--- src/rtl/barrett_pkg.sv ---
// Shared types and constants for the Barrett reduction stage: FSM encoding,
// multiplier latency and the operand/product width helpers.
package barrett_pkg;

  typedef enum logic [3:0] {
    RST_FLUSH = 4'd0,
    IDLE      = 4'd1,
    MUL1      = 4'd2,
    WAIT1     = 4'd3,
    MUL2      = 4'd4,
    WAIT2     = 4'd5,
    SUB       = 4'd6,
    CORR1     = 4'd7,
    CORR2     = 4'd8,
    DONE      = 4'd9
  } state_t;

  localparam int MUL_LAT = 4;

  function automatic int w_plus1(input int w);
    return w + 1;
  endfunction

  function automatic int w_plus2(input int w);
    return w + 2;
  endfunction

  function automatic int prod_w(input int w);
    return 2 * w + 4;
  endfunction

endpackage

--- src/rtl/karatsuba_mul.sv ---
// Four-stage pipelined Karatsuba multiplier (one level of splitting).
// Assumes A_WIDTH == B_WIDTH and even; o_done pulses MUL_LAT cycles after i_start.
module karatsuba_mul #(
  parameter int A_WIDTH = 34,
  parameter int B_WIDTH = 34
) (
  input  logic                         i_clk,
  input  logic                         i_rst,
  input  logic                         i_start,
  input  logic [A_WIDTH-1:0]           i_a,
  input  logic [B_WIDTH-1:0]           i_b,
  output logic [A_WIDTH+B_WIDTH-1:0]   o_p,
  output logic                         o_done
);

  localparam int H  = A_WIDTH / 2;
  localparam int S  = H + 1;
  localparam int P2 = 2 * H;
  localparam int ZW = 2 * H + 2;
  localparam int PW = A_WIDTH + B_WIDTH;

  logic [H-1:0]  a1, a0, b1, b0;
  logic [S-1:0]  as, bs;
  logic [P2-1:0] z2_2, z0_2, z2_3, z0_3;
  logic [ZW-1:0] zm_2, z1_3;
  logic [PW-1:0] p_4;
  logic          v1, v2, v3, v4;

  // Only the valid chain is reset; data registers just follow it.
  always_ff @(posedge i_clk) begin
    if (i_rst) begin
      v1 <= 1'b0;
      v2 <= 1'b0;
      v3 <= 1'b0;
      v4 <= 1'b0;
    end else begin
      v1 <= i_start;
      v2 <= v1;
      v3 <= v2;
      v4 <= v3;
    end
  end

  always_ff @(posedge i_clk) begin
    a1   <= i_a[A_WIDTH-1:H];
    a0   <= i_a[H-1:0];
    b1   <= i_b[B_WIDTH-1:H];
    b0   <= i_b[H-1:0];
    as   <= S'(i_a[A_WIDTH-1:H]) + S'(i_a[H-1:0]);
    bs   <= S'(i_b[B_WIDTH-1:H]) + S'(i_b[H-1:0]);
    z2_2 <= P2'(a1) * P2'(b1);
    z0_2 <= P2'(a0) * P2'(b0);
    zm_2 <= ZW'(as) * ZW'(bs);
    z1_3 <= zm_2 - ZW'(z2_2) - ZW'(z0_2);
    z2_3 <= z2_2;
    z0_3 <= z0_2;
    p_4  <= {z2_3, z0_3} + (PW'(z1_3) << H);
  end

  assign o_p    = p_4;
  assign o_done = v4;

endmodule

--- src/rtl/barrett_reduce.sv ---
// Sequential Barrett reduction of a 2W-bit value mod Q on one shared multiplier.
// Define BARRETT_REDUCE_FAST_CORR_EN for a single-cycle three-way correction.
module barrett_reduce
  import barrett_pkg::*;
#(
  parameter int               WIDTH = 32,
  parameter logic [WIDTH-1:0] Q     = 32'hFFFFFFFB,
  parameter logic [WIDTH:0]   MU    = 33'h1_00000005
) (
  input  logic                 i_clk,
  input  logic                 i_rst,
  input  logic                 i_start,
  input  logic [2*WIDTH-1:0]   i_x,
  output logic                 o_busy,
  output logic                 o_done,
  output logic [WIDTH-1:0]     o_r,
  output logic [3:0]           o_state
);

  localparam int W1 = w_plus1(WIDTH);
  localparam int W2 = w_plus2(WIDTH);
  localparam int PW = prod_w(WIDTH);
  localparam logic [2:0] FLUSH_LAST = 3'(MUL_LAT - 1);

  // Handshake: i_start is accepted only in a cycle where o_busy is low; o_done
  // pulses for one cycle with o_r valid, and o_r holds until the next o_done.
  state_t            state, state_n;
  logic [2:0]        flush_cnt;
  logic [2*WIDTH-1:0] x;
  logic [W1-1:0]     q;
  logic [W2-1:0]     qq, r, corr_r;
  logic [WIDTH-1:0]  r_out;

  logic              mul_start, mul_done;
  logic [W2-1:0]     mul_a, mul_b;
  logic [PW-1:0]     mul_p;

  logic [W2-1:0]     q_ext;
  logic [W2:0]       d1;

  karatsuba_mul #(
    .A_WIDTH (W2),
    .B_WIDTH (W2)
  ) u_mul (
    .i_clk   (i_clk),
    .i_rst   (i_rst),
    .i_start (mul_start),
    .i_a     (mul_a),
    .i_b     (mul_b),
    .o_p     (mul_p),
    .o_done  (mul_done)
  );

  assign q_ext = W2'(Q);
  assign d1    = {1'b0, r} - {1'b0, q_ext};

  // r is kept W+2 bits wide so the whole [0, 3Q) range of the estimate fits.
`ifdef BARRETT_REDUCE_FAST_CORR_EN
  logic [W2:0] d2;
  assign d2 = {1'b0, r} - {1'b0, q_ext << 1};
  always_comb begin
    corr_r = r;
    if (!d2[W2])      corr_r = d2[W2-1:0];
    else if (!d1[W2]) corr_r = d1[W2-1:0];
  end
`else
  always_comb begin
    corr_r = r;
    if (!d1[W2]) corr_r = d1[W2-1:0];
  end
`endif

  always_comb begin
    state_n   = state;
    mul_start = 1'b0;
    mul_a     = '0;
    mul_b     = '0;
    case (state)
      RST_FLUSH: if (flush_cnt == FLUSH_LAST) state_n = IDLE;
      IDLE:      if (i_start) state_n = MUL1;
      MUL1: begin
        mul_start = 1'b1;
        mul_a     = W2'(x[2*WIDTH-1:WIDTH-1]);
        mul_b     = W2'(MU);
        state_n   = WAIT1;
      end
      WAIT1:     if (mul_done) state_n = MUL2;
      MUL2: begin
        mul_start = 1'b1;
        mul_a     = W2'(q);
        mul_b     = q_ext;
        state_n   = WAIT2;
      end
      WAIT2:     if (mul_done) state_n = SUB;
      SUB:       state_n = CORR1;
`ifdef BARRETT_REDUCE_FAST_CORR_EN
      CORR1:     state_n = DONE;
`else
      CORR1:     state_n = CORR2;
`endif
      CORR2:     state_n = DONE;
      DONE:      state_n = IDLE;
      default:   state_n = RST_FLUSH;
    endcase
  end

  always_ff @(posedge i_clk) begin
    if (i_rst) begin
      state     <= RST_FLUSH;
      flush_cnt <= '0;
      x         <= '0;
      q         <= '0;
      qq        <= '0;
      r         <= '0;
      r_out     <= '0;
    end else begin
      state <= state_n;
      case (state)
        RST_FLUSH: flush_cnt <= flush_cnt + 3'd1;
        IDLE:      if (i_start) x <= i_x;
        WAIT1:     if (mul_done) q <= W1'(mul_p >> W1);
        WAIT2:     if (mul_done) qq <= W2'(mul_p);
        SUB:       r <= x[W2-1:0] - qq;
        CORR1: begin
          r <= corr_r;
`ifdef BARRETT_REDUCE_FAST_CORR_EN
          r_out <= corr_r[WIDTH-1:0];
`endif
        end
        CORR2: begin
          r     <= corr_r;
          r_out <= corr_r[WIDTH-1:0];
        end
        default: ;
      endcase
    end
  end

  assign o_busy  = (state != IDLE);
  assign o_done  = (state == DONE);
  assign o_r     = r_out;
  assign o_state = state;

endmodule

--- config.mk ---
export PLATFORM = sky130hd
export DESIGN_NAME = barrett_reduce
export DESIGN_NICKNAME = d
export VERILOG_FILES = /design/src/rtl/barrett_pkg.sv /design/src/rtl/karatsuba_mul.sv /design/src/rtl/barrett_reduce.sv
export SDC_FILE = /design/constraint.sdc
export NUM_CORES = 2
export LEC_CHECK = 0
export ABC_AREA = 0
export BUFFER_PORTS_ARGS = -buffer_cell sky130_fd_sc_hd__buf_2
export CAP_MARGIN = 0
export CORE_ASPECT_RATIO = 1.4
export CORE_MARGIN = 4
export CORE_UTILIZATION = 30
export DETAILED_ROUTE_END_ITERATION = 10
export GPL_TIMING_DRIVEN = 0
export PLACE_DENSITY = 0.51
export SETUP_SLACK_MARGIN = 0.5
export SYNTH_ARGS = -nofsm -noshare
export SYNTH_HDL_FRONTEND = slang
export SYNTH_SLANG_ARGS = --single-unit
--- constraint.sdc ---
create_clock -name i_clk -period 8.53 [get_ports i_clk]
set_input_delay 0 -clock i_clk [delete_from_list [all_inputs] [get_ports i_clk]]
set_output_delay 0 -clock i_clk [all_outputs]
set_load 0.02 [all_outputs]
Word level (Yosys, flattened, before mapping) --
Cells that the tools add are included.
Word-level totals: register bits 580, logic and storage cells 71
Operators by class: $mul 3, reductions and logical operators 9, $add $sub $neg 8, equality and inequality tests 16, muxes and demuxes 10
Operators by type and width (count):
- $pmux 33 s2 | 2
- $pmux 34 s2 | 1
- $add 66x53->66 | 1
- $pmux 4 s10 | 1
- $add 16x17->18 | 2
- $mul 18x18->36 | 1
- $sub 36x32->36 | 1
- $sub 36x34->36 | 1
- $sub 34x32->35 const B | 1
- $mul 17x17->34 | 1
- $mux 34 | 1
- $sub 34x34->34 | 1
- $mul 16x16->32 | 1
- $eq 4x3->1 const B | 4
- $mux 4 | 4
- $eq 4x2->1 const B | 2
- $eq 4x4->1 const B | 2
- $reduce_and 2->1 | 4
- $ne 2x2->1 const B | 3
- $eq 4x1->1 const B | 1
- $logic_not 4->1 | 1
- $ne 2x1->1 const B | 2
- $ne 4x1->1 const B | 1
- $reduce_and 4->1 | 1
- 5 further kinds | 6

Depth between registers and ports, before layout --
depth after elaboration 4, gate-level depth with buffers 27, depth with buffers taken out 25

Hierarchy --
A second synthesis with hierarchy kept.
Second synthesis, totals: cells, all modules 5989, area, all modules 53712.8 µm²
By module, submodules not included:
- karatsuba_mul | sequential area each 7687.4 µm², cells an instance 4641, area an instance 43361.6 µm², instances 1
- barrett_reduce | sequential area each 4083.9 µm², cells an instance 1348, area an instance 10351.2 µm², instances 1

Least setup slack after synthesis --
OpenSTA, ideal clock, no wires.
kind reg-to-reg, start register u_mul.b1[14], end register u_mul.z2_2[31], stages on the path, launching flop included 25, arrival 6578 ps, period minus slack after synthesis 6650 ps, path slack 1880 ps, path buffers 4, required time 8458 ps, setup time 72 ps, path through dfxtp_1 > clkbuf_1 > clkbuf_1 > clkbuf_1 > nand2_1 > fa_1 > inv_1 > fa_1 > fa_1 > fa_1 > fa_1 > inv_1 > fa_1 > inv_1 > ha_1 > clkbuf_1 > and2_1 > a31oi_1 > a21oi_1 > a2111oi_0 > o31ai_1 > a21oi_1 > o21ai_0 > a21oi_1 > xnor2_1
On the way: cells in the longest elaborated chain, start to end 1
RTL lines:
- start: declaration | line karatsuba_mul.sv:22 | logic [H-1:0] a1, a0, b1, b0;
- start signal: assignment | line karatsuba_mul.sv:47 | b1 <= i_b[B_WIDTH-1:H];
- $mul 16x16->32 | line karatsuba_mul.sv:51 | z2_2 <= P2'(a1) * P2'(b1);
- end signal: assignment | line karatsuba_mul.sv:51
- end: declaration | line karatsuba_mul.sv:24 | logic [P2-1:0] z2_2, z0_2, z2_3, z0_3;
Every way passes these cells. A chain may end at the register's enable or synchronous reset.

==> reports/qor.yml <==
worstMarginPinSlew_ns: 1.28
layout_commonest_cell: "inv_1"
crit_slowest_cell: "fa_1"
track_usage_pct: 17.4
clk_pin_slew_worst_paths_ns: 0.07
cp_slowest_stage_delay_ns: 0.52
ys_ff_latch: 535
placed_cell_area_mm2: 0.0473
arrival_ns: 8.22
cap_violations: 0
combPwrFrac_pct: 14.5
cp_max_fo: 10
wl_mm: 135
clock_power_share_pct: 43.8
cts.htree.levels: 2
hold_class: "in -> reg"
final_cell_mix: "inv_1 (887), fa_1 (580), dfxtp_1 (534), nand2_1 (506), ha_1 (432)"
via_count: 32600
outcome: "completed"
yosysSeqAreaShare_pct: 24.2
area_growth_pct: 13.1
ys_types: 89
avgSynthCellArea_um2: 9.33
antenna_found_initial: 9
power_mw: 6.27
r2r_end: "u_mul.zm_2[34]"
hold_viol: 0
cts-root-buf: "clkbuf_16"
initial_core_util_pct: 30.3
p_sw_mw: 1.71
place_ws_ns: -1.47
path_common_cell: "fa_1"
first_pass_iters: 6
final_cells: 6969
worst-endpoint-required_ns: 9.04
dieHeight_um: 463
final_layout_size_suffix_gt1_share_pct: 5.43
r2r_cells: 25
cts-buffers-inserted: 57
dieArea_mm2: 0.154
p_seq_share_pct: 41.7
cp-endpoint: "u_mul.zm_2[34]"
setup_violations: 0
fin_crit_ns: 7.71
fmax_mhz: 130
avgRoutedWirePerCell_um: 19.3
num-fill-cells: 15100
peakVddDrop_uv: 172
internal_power_mw: 4.56
final_cell_area_mm2: 0.0501
dp_cells: 6789
grt_overflow: 0
dpl.hpwl_mm: 117
cts_tree: "yes"
path_buf_inv: 7
synth_edf_count: 0
area.sequential_mm2: 0.0107
ios: 105
clk_latency_ns: 0.65
rrSetupSlack_ns: 0.82
p_leak_nw: 25.0
cp-startpoint: "u_mul.b1[14]"
grt_pass1_vias: 34100
core_mm2: 0.146
place.gp.congestion: 0.919
die_w_um: 333
fin_tns_setup_ns: 0
nNetsFinal: 6061
swShare_pct: 27.3
final_util_pct: 34.2
syn_area_mm2: 0.0443
fin_worst_skew_ns: 0.0434
synth_nets: 5832
clkSinkCount: 535
async_flop_share_pct: 0
multiInputGateArea_mm2: 0.0299
cp-start-kind: "flip-flop"
slew_viol_final: 0
worst-path-stages: 25
cp_top_family: "adder cells"
rsz0062_at_grt: "false"
setup_ws_ns: 0.816
viasPerCell: 4.67
slew-limit-headroom_pct: 14.8
postSynthCellCount: 4753
synth_area_leaders: "fa_1 (26%), dfxtp_1 (24%), ha_1 (12%)"
row_count: 166
synth.largest_area_cell: "fa_1"
drc: 0
drt.antenna.violating_nets: 0
hold_slack_ns: 0.136
end_kind: "flip-flop"
grt_max_degree: 16
synthFlopType: "dfxtp_1"
synthDominantCellAreaShare_pct: 26.2
crit_type: "reg -> reg"
fin_crit_sh_pct: 90.4
cts.path.max_buffers: 3
drt_iter0_markers: 1743
yosys_warnings: 0
r2r-start: "u_mul.b1[14]"
grt_pass1_wl_mm: 206
io_buffer_count: 104
p_per_area_mw_per_mm2: 125
layout make-up:
cell class / instances / share of cell area, %
antenna: 6 / 0.0300
buffer: 127 / 1.00
clock buffer: 72 / 3.20
clock inverter: 36 / 1.01
inverter: 887 / 6.64
multi-input combinational: 3204 / 59.6
sequential: 535 / 21.4
tap: 1932 / 4.82
timing repair buffer: 170 / 2.36
flip-flops by register name, indices dropped and copies added, names as in the netlist, 17 cells and up:
name / flops
o_r: 32
q: 33
qq: 34
r: 34
u_mul.a0: 17
u_mul.as: 18
u_mul.o_p: 66
u_mul.z0_2: 34
u_mul.z0_3: 34
u_mul.z1_3: 36
u_mul.z2_2: 32
u_mul.z2_3: 32
u_mul.zm_2: 36
x: 64
routing by layer:
layer | vias up | wire (um) | track usage, % | share of wire (%)
met1 | 16000 | 52700 | 20.0 | 39
li1 | 15800 | - | - | -
met2 | 659 | 71300 | 33.1 | 53
met4 | 0 | 6250 | 6.50 | 4.6
met5 | - | 0 | 0 | 0
met3 | 174 | 4520 | 1.64 | 3.4
cell usage after synthesis (6+ instances only):
| master | count |
|---|---|
| o31ai_1 | 16 |
| o22ai_1 | 6 |
| buf_1 | 6 |
| a31oi_1 | 19 |
| nor2_1 | 195 |
| a22oi_1 | 11 |
| nand2b_1 | 29 |
| xnor2_1 | 154 |
| fa_1 | 580 |
| a21boi_0 | 8 |
| xor2_1 | 79 |
| and3_1 | 33 |
| a21oi_1 | 330 |
| nor3_1 | 39 |
| a21o_1 | 114 |
| ha_1 | 432 |
| mux2i_1 | 8 |
| or3_1 | 7 |
| a211oi_1 | 56 |
| and4_1 | 7 |
| a22o_1 | 31 |
| o311ai_1 | 6 |
| or2_2 | 12 |
| o21bai_1 | 23 |
| a31o_2 | 6 |
| nor4_1 | 9 |
| a211o_1 | 6 |
| inv_1 | 887 |
| a2111oi_0 | 7 |
| clkbuf_1 | 117 |
| and2_1 | 85 |
| o21ai_0 | 89 |
| o21a_1 | 30 |
| nor2b_1 | 36 |
| a221oi_1 | 8 |
| nor3b_1 | 26 |
| nand4_1 | 25 |
| a311oi_1 | 6 |
| nand2_1 | 509 |
| o21ai_1 | 15 |
| dfxtp_1 | 535 |
| nand3_1 | 59 |
power by group through the flow:
stage / logic, mW / clock network [mW] / registers (mW)
after floorplan: 0.605 / 0 / 2.64
after global placement: 0.874 / 0 / 2.67
after detailed placement: 0.880 / 0 / 2.67
after CTS: 0.909 / 2.80 / 2.61
after global routing: 0.981 / 2.90 / 2.62
final: 0.906 / 2.74 / 2.62
tightest hold or removal path, cell delays in order:
cell,delay (ns)
dlygate4sd3_1,0.53
buf_2,0.12
nand2_1,0.04
a21oi_1,0.05
what timing repair did:
item                                    in CTS  in global routing
gates cloned                                 0                  0
hold buffers                                66                  0
endpoints found under the hold margin       72                  0
endpoints found under the setup margin      56                 18
setup buffers                                0                  0
resized for setup                           17                 11
logic make-up (layout without fill, tap and decap cells):
group / after synthesis / count (layout) / synth area share (%)
xor+xnor: 233 / 233 / 4.60
compound gates: 844 / 844 / 12.4
other cells: 1 / 7 / 0.00846
simple gates: 1105 / 1105 / 11.6
flops: 535 / 535 / 24.2
buf+inv: 1014 / 1292 / 8.60
mux: 9 / 9 / 0.206
fa+ha+maj: 1012 / 1012 / 38.4
how the worst min path moves through the flow:
stage / from / endpoint / slack [ns] / depth (start not counted)
after floorplan: i_x[0] / x[0] / 0.14 / 2
after global placement: i_x[9] / x[9] / 0.24 / 3
after detailed placement: i_x[0] / x[0] / 0.25 / 3
after CTS: i_x[12] / x[12] / 0.09 / 4
after global routing: i_x[12] / x[12] / 0.14 / 4
final: i_x[12] / x[12] / 0.14 / 4
(Power assumes the default switching activity.)
